<file path="src/rtl/acc_cpu_core.sv">
// acc_cpu_core: accumulator CPU sequencer driving a 256x16 synchronous RAM port.
// Four-cycle fetch/wait/decode/execute loop with an I/O handshake state for Input/Output.
// Optional single-step control is compiled in with the ACC_CPU_STEP_EN macro.
module acc_cpu_core #(
  parameter int unsigned IO_TIMEOUT = 255
) (
  input  logic        clock,
  input  logic        reset,
  output logic [7:0]  mem_addr,
  output logic [15:0] mem_din,
  output logic        mem_we,
  input  logic [15:0] mem_dout,
  output logic [7:0]  io_addr,
  output logic        io_req,
  output logic        io_we,
  output logic [7:0]  io_wdata,
  input  logic [7:0]  io_rdata,
  input  logic        io_ack,
  output logic [7:0]  acc,
  output logic [7:0]  pc,
  output logic        flag_z,
  output logic        flag_c,
  output logic        illegal,
  output logic        io_err
`ifdef ACC_CPU_STEP_EN
  ,
  input  logic        step
`endif
);

  localparam int unsigned DW = 8;
  localparam int unsigned IW = 16;
  localparam int unsigned OW = 4;
  localparam logic [DW-1:0] TO_LAST = DW'(IO_TIMEOUT - 1);

  localparam logic [OW-1:0] OP_LOAD = 4'b0000;
  localparam logic [OW-1:0] OP_AND  = 4'b0001;
  localparam logic [OW-1:0] OP_ADD  = 4'b0100;
  localparam logic [OW-1:0] OP_SUB  = 4'b0110;
  localparam logic [OW-1:0] OP_JMP  = 4'b1000;
  localparam logic [OW-1:0] OP_JCC  = 4'b1001;
  localparam logic [OW-1:0] OP_IN   = 4'b1010;
  localparam logic [OW-1:0] OP_OUT  = 4'b1110;

  typedef enum logic [2:0] {S_FETCH, S_WAIT, S_DEC, S_EXEC, S_IO} state_t;

  state_t        state;
  logic [IW-1:0] ir;
  logic [DW-1:0] io_cnt;

  logic [OW-1:0] op;
  logic [DW-1:0] kk;
  logic [DW-1:0] and_res;
  logic [DW:0]   add_sum;
  logic [DW:0]   sub_dif;
  logic          cond_flag;
  logic          jump_taken;
  logic          fetch_go;
  logic          unused_ir_bits;

  // The ISA has no store, so the write side of the RAM port is tied off
  assign mem_din = '0;
  assign mem_we  = 1'b0;

  // ir[9:8] have no meaning for any opcode
  assign unused_ir_bits = ^ir[9:8];

`ifdef ACC_CPU_STEP_EN
  assign fetch_go = step;
`else
  assign fetch_go = 1'b1;
`endif

  // Decode fields, ALU results and conditional-jump evaluation for the held instruction
  always_comb begin
    op         = ir[15:12];
    kk         = ir[7:0];
    and_res    = acc & kk;
    add_sum    = {1'b0, acc} + {1'b0, kk};
    sub_dif    = {1'b0, acc} - {1'b0, kk};
    cond_flag  = ir[11] ? flag_c : flag_z;
    jump_taken = ir[10] ? ~cond_flag : cond_flag;
  end

  // Sequencer FSM with all architectural state and port outputs
  always_ff @(posedge clock) begin
    if (reset) begin
      state    <= S_FETCH;
      ir       <= '0;
      io_cnt   <= '0;
      pc       <= '0;
      acc      <= '0;
      flag_z   <= 1'b0;
      flag_c   <= 1'b0;
      mem_addr <= '0;
      io_req   <= 1'b0;
      io_we    <= 1'b0;
      io_addr  <= '0;
      io_wdata <= '0;
      illegal  <= 1'b0;
      io_err   <= 1'b0;
    end else begin
      illegal <= 1'b0;
      io_err  <= 1'b0;
      case (state)
        S_FETCH: begin
          if (fetch_go) begin
            mem_addr <= pc;
            state    <= S_WAIT;
          end
        end
        S_WAIT: state <= S_DEC;
        S_DEC: begin
          ir    <= mem_dout;
          state <= S_EXEC;
        end
        S_EXEC: begin
          state <= S_FETCH;
          pc    <= pc + 8'd1;
          case (op)
            OP_LOAD: begin
              acc    <= kk;
              flag_z <= (kk == '0);
            end
            OP_AND: begin
              acc    <= and_res;
              flag_z <= (and_res == '0);
            end
            OP_ADD: begin
              acc    <= add_sum[DW-1:0];
              flag_c <= add_sum[DW];
              flag_z <= (add_sum[DW-1:0] == '0);
            end
            OP_SUB: begin
              acc    <= sub_dif[DW-1:0];
              flag_c <= sub_dif[DW];
              flag_z <= (sub_dif[DW-1:0] == '0);
            end
            OP_JMP: pc <= kk;
            OP_JCC: begin
              if (jump_taken) pc <= kk;
            end
            OP_IN, OP_OUT: begin
              // pc advances only when the transfer completes or times out
              pc       <= pc;
              io_req   <= 1'b1;
              io_addr  <= kk;
              io_we    <= (op == OP_OUT);
              io_wdata <= acc;
              io_cnt   <= '0;
              state    <= S_IO;
            end
            default: illegal <= 1'b1;
          endcase
        end
        S_IO: begin
          if (io_ack) begin
            io_req <= 1'b0;
            if (!io_we) begin
              acc    <= io_rdata;
              flag_z <= (io_rdata == '0);
            end
            pc    <= pc + 8'd1;
            state <= S_FETCH;
          end else if (io_cnt == TO_LAST) begin
            io_req <= 1'b0;
            io_err <= 1'b1;
            pc     <= pc + 8'd1;
            state  <= S_FETCH;
          end else begin
            io_cnt <= io_cnt + 8'd1;
          end
        end
        default: state <= S_FETCH;
      endcase
    end
  end

endmodule

</file>
<file path="config.mk">
export PLATFORM = sky130hd
export DESIGN_NAME = acc_cpu_core
export DESIGN_NICKNAME = d
export VERILOG_FILES = /design/src/rtl/acc_cpu_core.sv
export SDC_FILE = /design/constraint.sdc
export NUM_CORES = 1
export LEC_CHECK = 0
export CAP_MARGIN = 10
export CORE_MARGIN = 1.5
export CORE_UTILIZATION = 52
export DETAILED_ROUTE_END_ITERATION = 12
export PLACE_DENSITY_LB_ADDON = 0.2
export SETUP_SLACK_MARGIN = 0.2
export SYNTH_ARGS = -nofsm -noshare
export SYNTH_HDL_FRONTEND = slang
export SYNTH_SLANG_ARGS = --single-unit
</file>
<file path="constraint.sdc">
create_clock -name clock -period 3 [get_ports clock]
set_input_delay 0.75 -clock clock [delete_from_list [all_inputs] [get_ports clock]]
set_output_delay 0.75 -clock clock [all_outputs]
set_load 0.01 [all_outputs]
</file>
==> metrics.md <==
| Metric | Value |
|---|---|
| Clock skew | `approximately 0.0085 ns` |
| Clock share of power | `0.405` |
| Antenna-violating nets left | `0` |
| Post-synth ARST share | `0` |
| Switching Power | `0.587 mW` |
| Drt total wl | `11.6 mm` |
| Post-synth top cells | `nand2_1 (84), dfxtp_1 (71), a21oi_1 (59)` |
| Top cell type's share of synthesized area | `0.334` |
| Netlist cell types | `between 60 and 70` |
| P&R area growth vs syn | `22.0%` |
| Hold_ws | `roughly 0.45 ns` |
| Total GRT Usage | `0.277` |
| Slowest CP cell | `fa_1` |
| RSZ-0062 raised after global routing | `no` |
| Core Util, Final | `0.664` |
| PwrDens | `roughly 430 mW/mm^2` |
| Static Leak | `about 1.9 nW` |
| Post-synth top area cell | `dfxtp_1` |
| Slowest cell delay on critical path | `0.48 ns` |
| Die area | `a little under 0.009 mm^2` |
| Largest net degree at the start of global routing | `40` |
| Die width | `roughly 93 um` |
| Hpwl dp | `8.42 mm` |
| Avg Inst Size Synth | `approximately 8.0 um^2` |
| TNS Setup | `0 ns` |
| WP buf/inv | `1` |
| Final setup fails | `0` |
| Critical Path RT | `about 3.3 ns` |
| Cell internal pwr | `1.66 mW` |
| Seq cells post-synth | `a little over 70` |
| Final #Nets | `643` |
| Mean routed wirelength per cell | `~17 um` |
| Startpoint class of the critical path | `flip-flop` |
| Core area | `0.00781 mm^2` |
| CP cell instances | `buf_4, ha_1, fa_1, nand2b_4, a211o_1, mux2i_1, o2111a_2, mux2i_1, or3_1, a311oi_2` |
| Initial Util | `0.544` |
| Peak supply drop | `around 0.32 mV` |
| Final Hold Viols | `0` |
| Critical path peak fanout | `7` |
| Num CTS Buffers | `9` |
| I/O pin count | `90` |
| Top FF cell, synth | `dfxtp_1` |
| Post-synth EDFFs | `0` |
| Cell mode on critical path | `mux2i_1` |
| First-pass DRT Iterations | `5` |
| YS warnings | `0` |
| Cell area after synthesis | `0.00425 mm^2` |
| Clk_lat worst skew | `about 0.34 ns` |
| Clock sinks | `between 70 and 80` |
| Remaining global-route overflow | `0` |
| # diodes | `0` |
| Root buf cell | `clkbuf_8` |
| Pins Over Slew Limit | `0` |
| Top-count cell post-synth | `nand2_1` |
| WP data arrival | `between 2 and 3 ns` |
| Layout cells sized above 1 | `0.0885` |
| Placement Setup Slack | `~0.28 ns` |
| Number of global-route vias before repair | `3895` |
| H-tree Lvls | `3` |
| CTS tree | `done` |
| First-pass GRT wire length | `19.0 mm` |
| Die height | `slightly above 90 um` |
| Worst min path class | `flip-flop to flip-flop` |
| Antenna violations before repair | `0` |
| Final WS setup | `0.333 ns` |
| Gate family responsible for the most delay along the worst path | `adder cells` |
| Period utilization | `0.889` |
| PortBufs | `70` |
| Max Root-Sink Buffers | `2` |
| Final min period | `between 2 and 3 ns` |
| CP Capture Type | `flip-flop` |
| Sequential share of the synthesized area | `0.334` |
| Placer Congestion | `slightly above 0.9` |
| Row count | `32` |
| Drt via density | `about 5.7` |
| Initial drt markers | `about 270` |
| Reg power frac | `0.441` |
| Mapped Cells | `534` |
| Max transition margin | `0.430` |
| Outcome | `complete, no violations` |
| Gate power share | `0.154` |
| Synth area leaders | `dfxtp_1 (33%), nand2_1 (7.4%), a21oi_1 (6.9%)` |
| Slew at the pin closest to its max-slew limit | `approximately 0.85 ns` |
| Register clock-pin slew on the reported worst setup and hold paths | `approximately 0.070 ns` |
| Total vias in the final route | `about 4000` |
| Switching Fraction | `0.261` |
| Fmax | `375 MHz` |
| Post-route DRC | `0` |
| Maxcap violations | `0` |
| Critical path class | `flip-flop to flip-flop` |
==> per-layer routing <==
metal,vias to the layer above,part of all wire,wire (um),GRT usage
met1,1889,0.42,4900,0.344
li1,1947,-,-,-
met5,-,0,0,0
met3,21,0.059,687,0.0520
met2,154,0.50,5750,0.469
met4,0,0.024,274,0.109
==> worst register-to-register path, cell delays in order (launching register included) <==
cell,delay (ns)
dfxtp_1,0.32
buf_4,0.17
ha_1,0.26
fa_1,0.48
nand2b_4,0.11
a211o_1,0.16
mux2i_1,0.19
o2111a_2,0.23
mux2i_1,0.07
or3_1,0.35
a311oi_2,0.25
==> cells in the final DEF, fill, tap and decap left out, types with 3 or more instances in the layout <==
cell / instances
clkbuf_8: 9
nand2_1: 84
dfxtp_1: 70
nor3b_1: 4
mux2i_1: 16
nor3_1: 11
buf_4: 13
o211ai_1: 4
nor2b_1: 7
a211oi_1: 5
a31oi_1: 4
o21ai_1: 4
a21oi_1: 58
xor2_1: 10
conb_1: 17
nor4_1: 8
inv_1: 15
nand3_1: 14
nor2_1: 42
nor4b_1: 4
ha_1: 20
o22ai_1: 4
clkdlybuf4s50_1: 69
o21ai_0: 16
xnor2_1: 9
nor3_2: 6
or3_1: 3
or3b_1: 3
nand2b_1: 3
and3_1: 5
nand4_1: 4
nand3b_1: 4
bufinv_16: 3
==> sequential cells by signal, indices dropped and copies added (netlist names) <==
signal    flops
state         3
io_err        1
io_wdata      8
io_we         1
io_req        1
flag_z        1
illegal       1
ir           14
flag_c        1
io_cnt        8
pc            8
mem_addr      8
acc           8
io_addr       8
==> final timing paths <==
path / start / end / slack [ns] / cells after the start
hold reg to reg: io_wdata[3] / io_wdata[3] / 0.45 / 2
setup reg to reg: ir[0] / acc[6] / 0.33 / 10
hold / removal: io_wdata[3] / io_wdata[3] / 0.45 / 2
setup / recovery: ir[0] / acc[6] / 0.33 / 10
==> logic make-up (layout without fill, tap and decap cells) <==
group | after synthesis | count (layout) | synth area share
other | 1 | 17 | 0.000882
flip-flops | 71 | 71 | 0.334
XOR/XNOR | 19 | 19 | 0.0392
adder cells (fa/ha/maj) | 22 | 22 | 0.0683
multiplexers | 18 | 18 | 0.0430
AO/OA/AOI/OAI | 120 | 120 | 0.175
buffers and inverters | 67 | 116 | 0.0845
AND/OR/NAND/NOR | 216 | 216 | 0.255
==> power by group through the flow <==
stage / registers [mW] / logic [mW] / clock network [mW]
floorplan: 1.00 / 0.253 / 0
global placement: 1.01 / 0.330 / 0
detailed placement: 1.01 / 0.335 / 0
CTS: 0.991 / 0.337 / 0.927
global route: 0.995 / 0.374 / 0.959
finish: 0.992 / 0.346 / 0.912
==> timing repair <==
| action | CTS | global route |
|---|---|---|
| buffers inserted | 0 | 0 |
| endpoints found under the setup margin | 0 | 2 |
| gates resized for setup | 0 | 5 |
| hold buffers | 0 | 0 |
==> stage by stage <==
stage          total power [mW]  cells  area (um^2)
2_1_floorplan              1.25    550         4310
4_1_cts                    2.26    701         5170
3_5_place_dp               1.35    685         4940
6_report                   2.25    701         5190
3_3_place_gp               1.34    685         4940
5_1_grt                    2.33    701         5190
==> cell type report <==
| cell class | instances | area, um^2 |
|---|---|---|
| Clock buffer | 10 | 128 |
| Clock inverter | 6 | 109 |
| Fill cell | 672 | 2620 |
| Inverter | 17 | 63.8 |
| Multi-Input combinational cell | 412 | 2540 |
| Sequential cell | 71 | 1420 |
| Tap cell | 102 | 128 |
| Timing Repair Buffer | 83 | 793 |
Power figures use the tool's default switching activity.
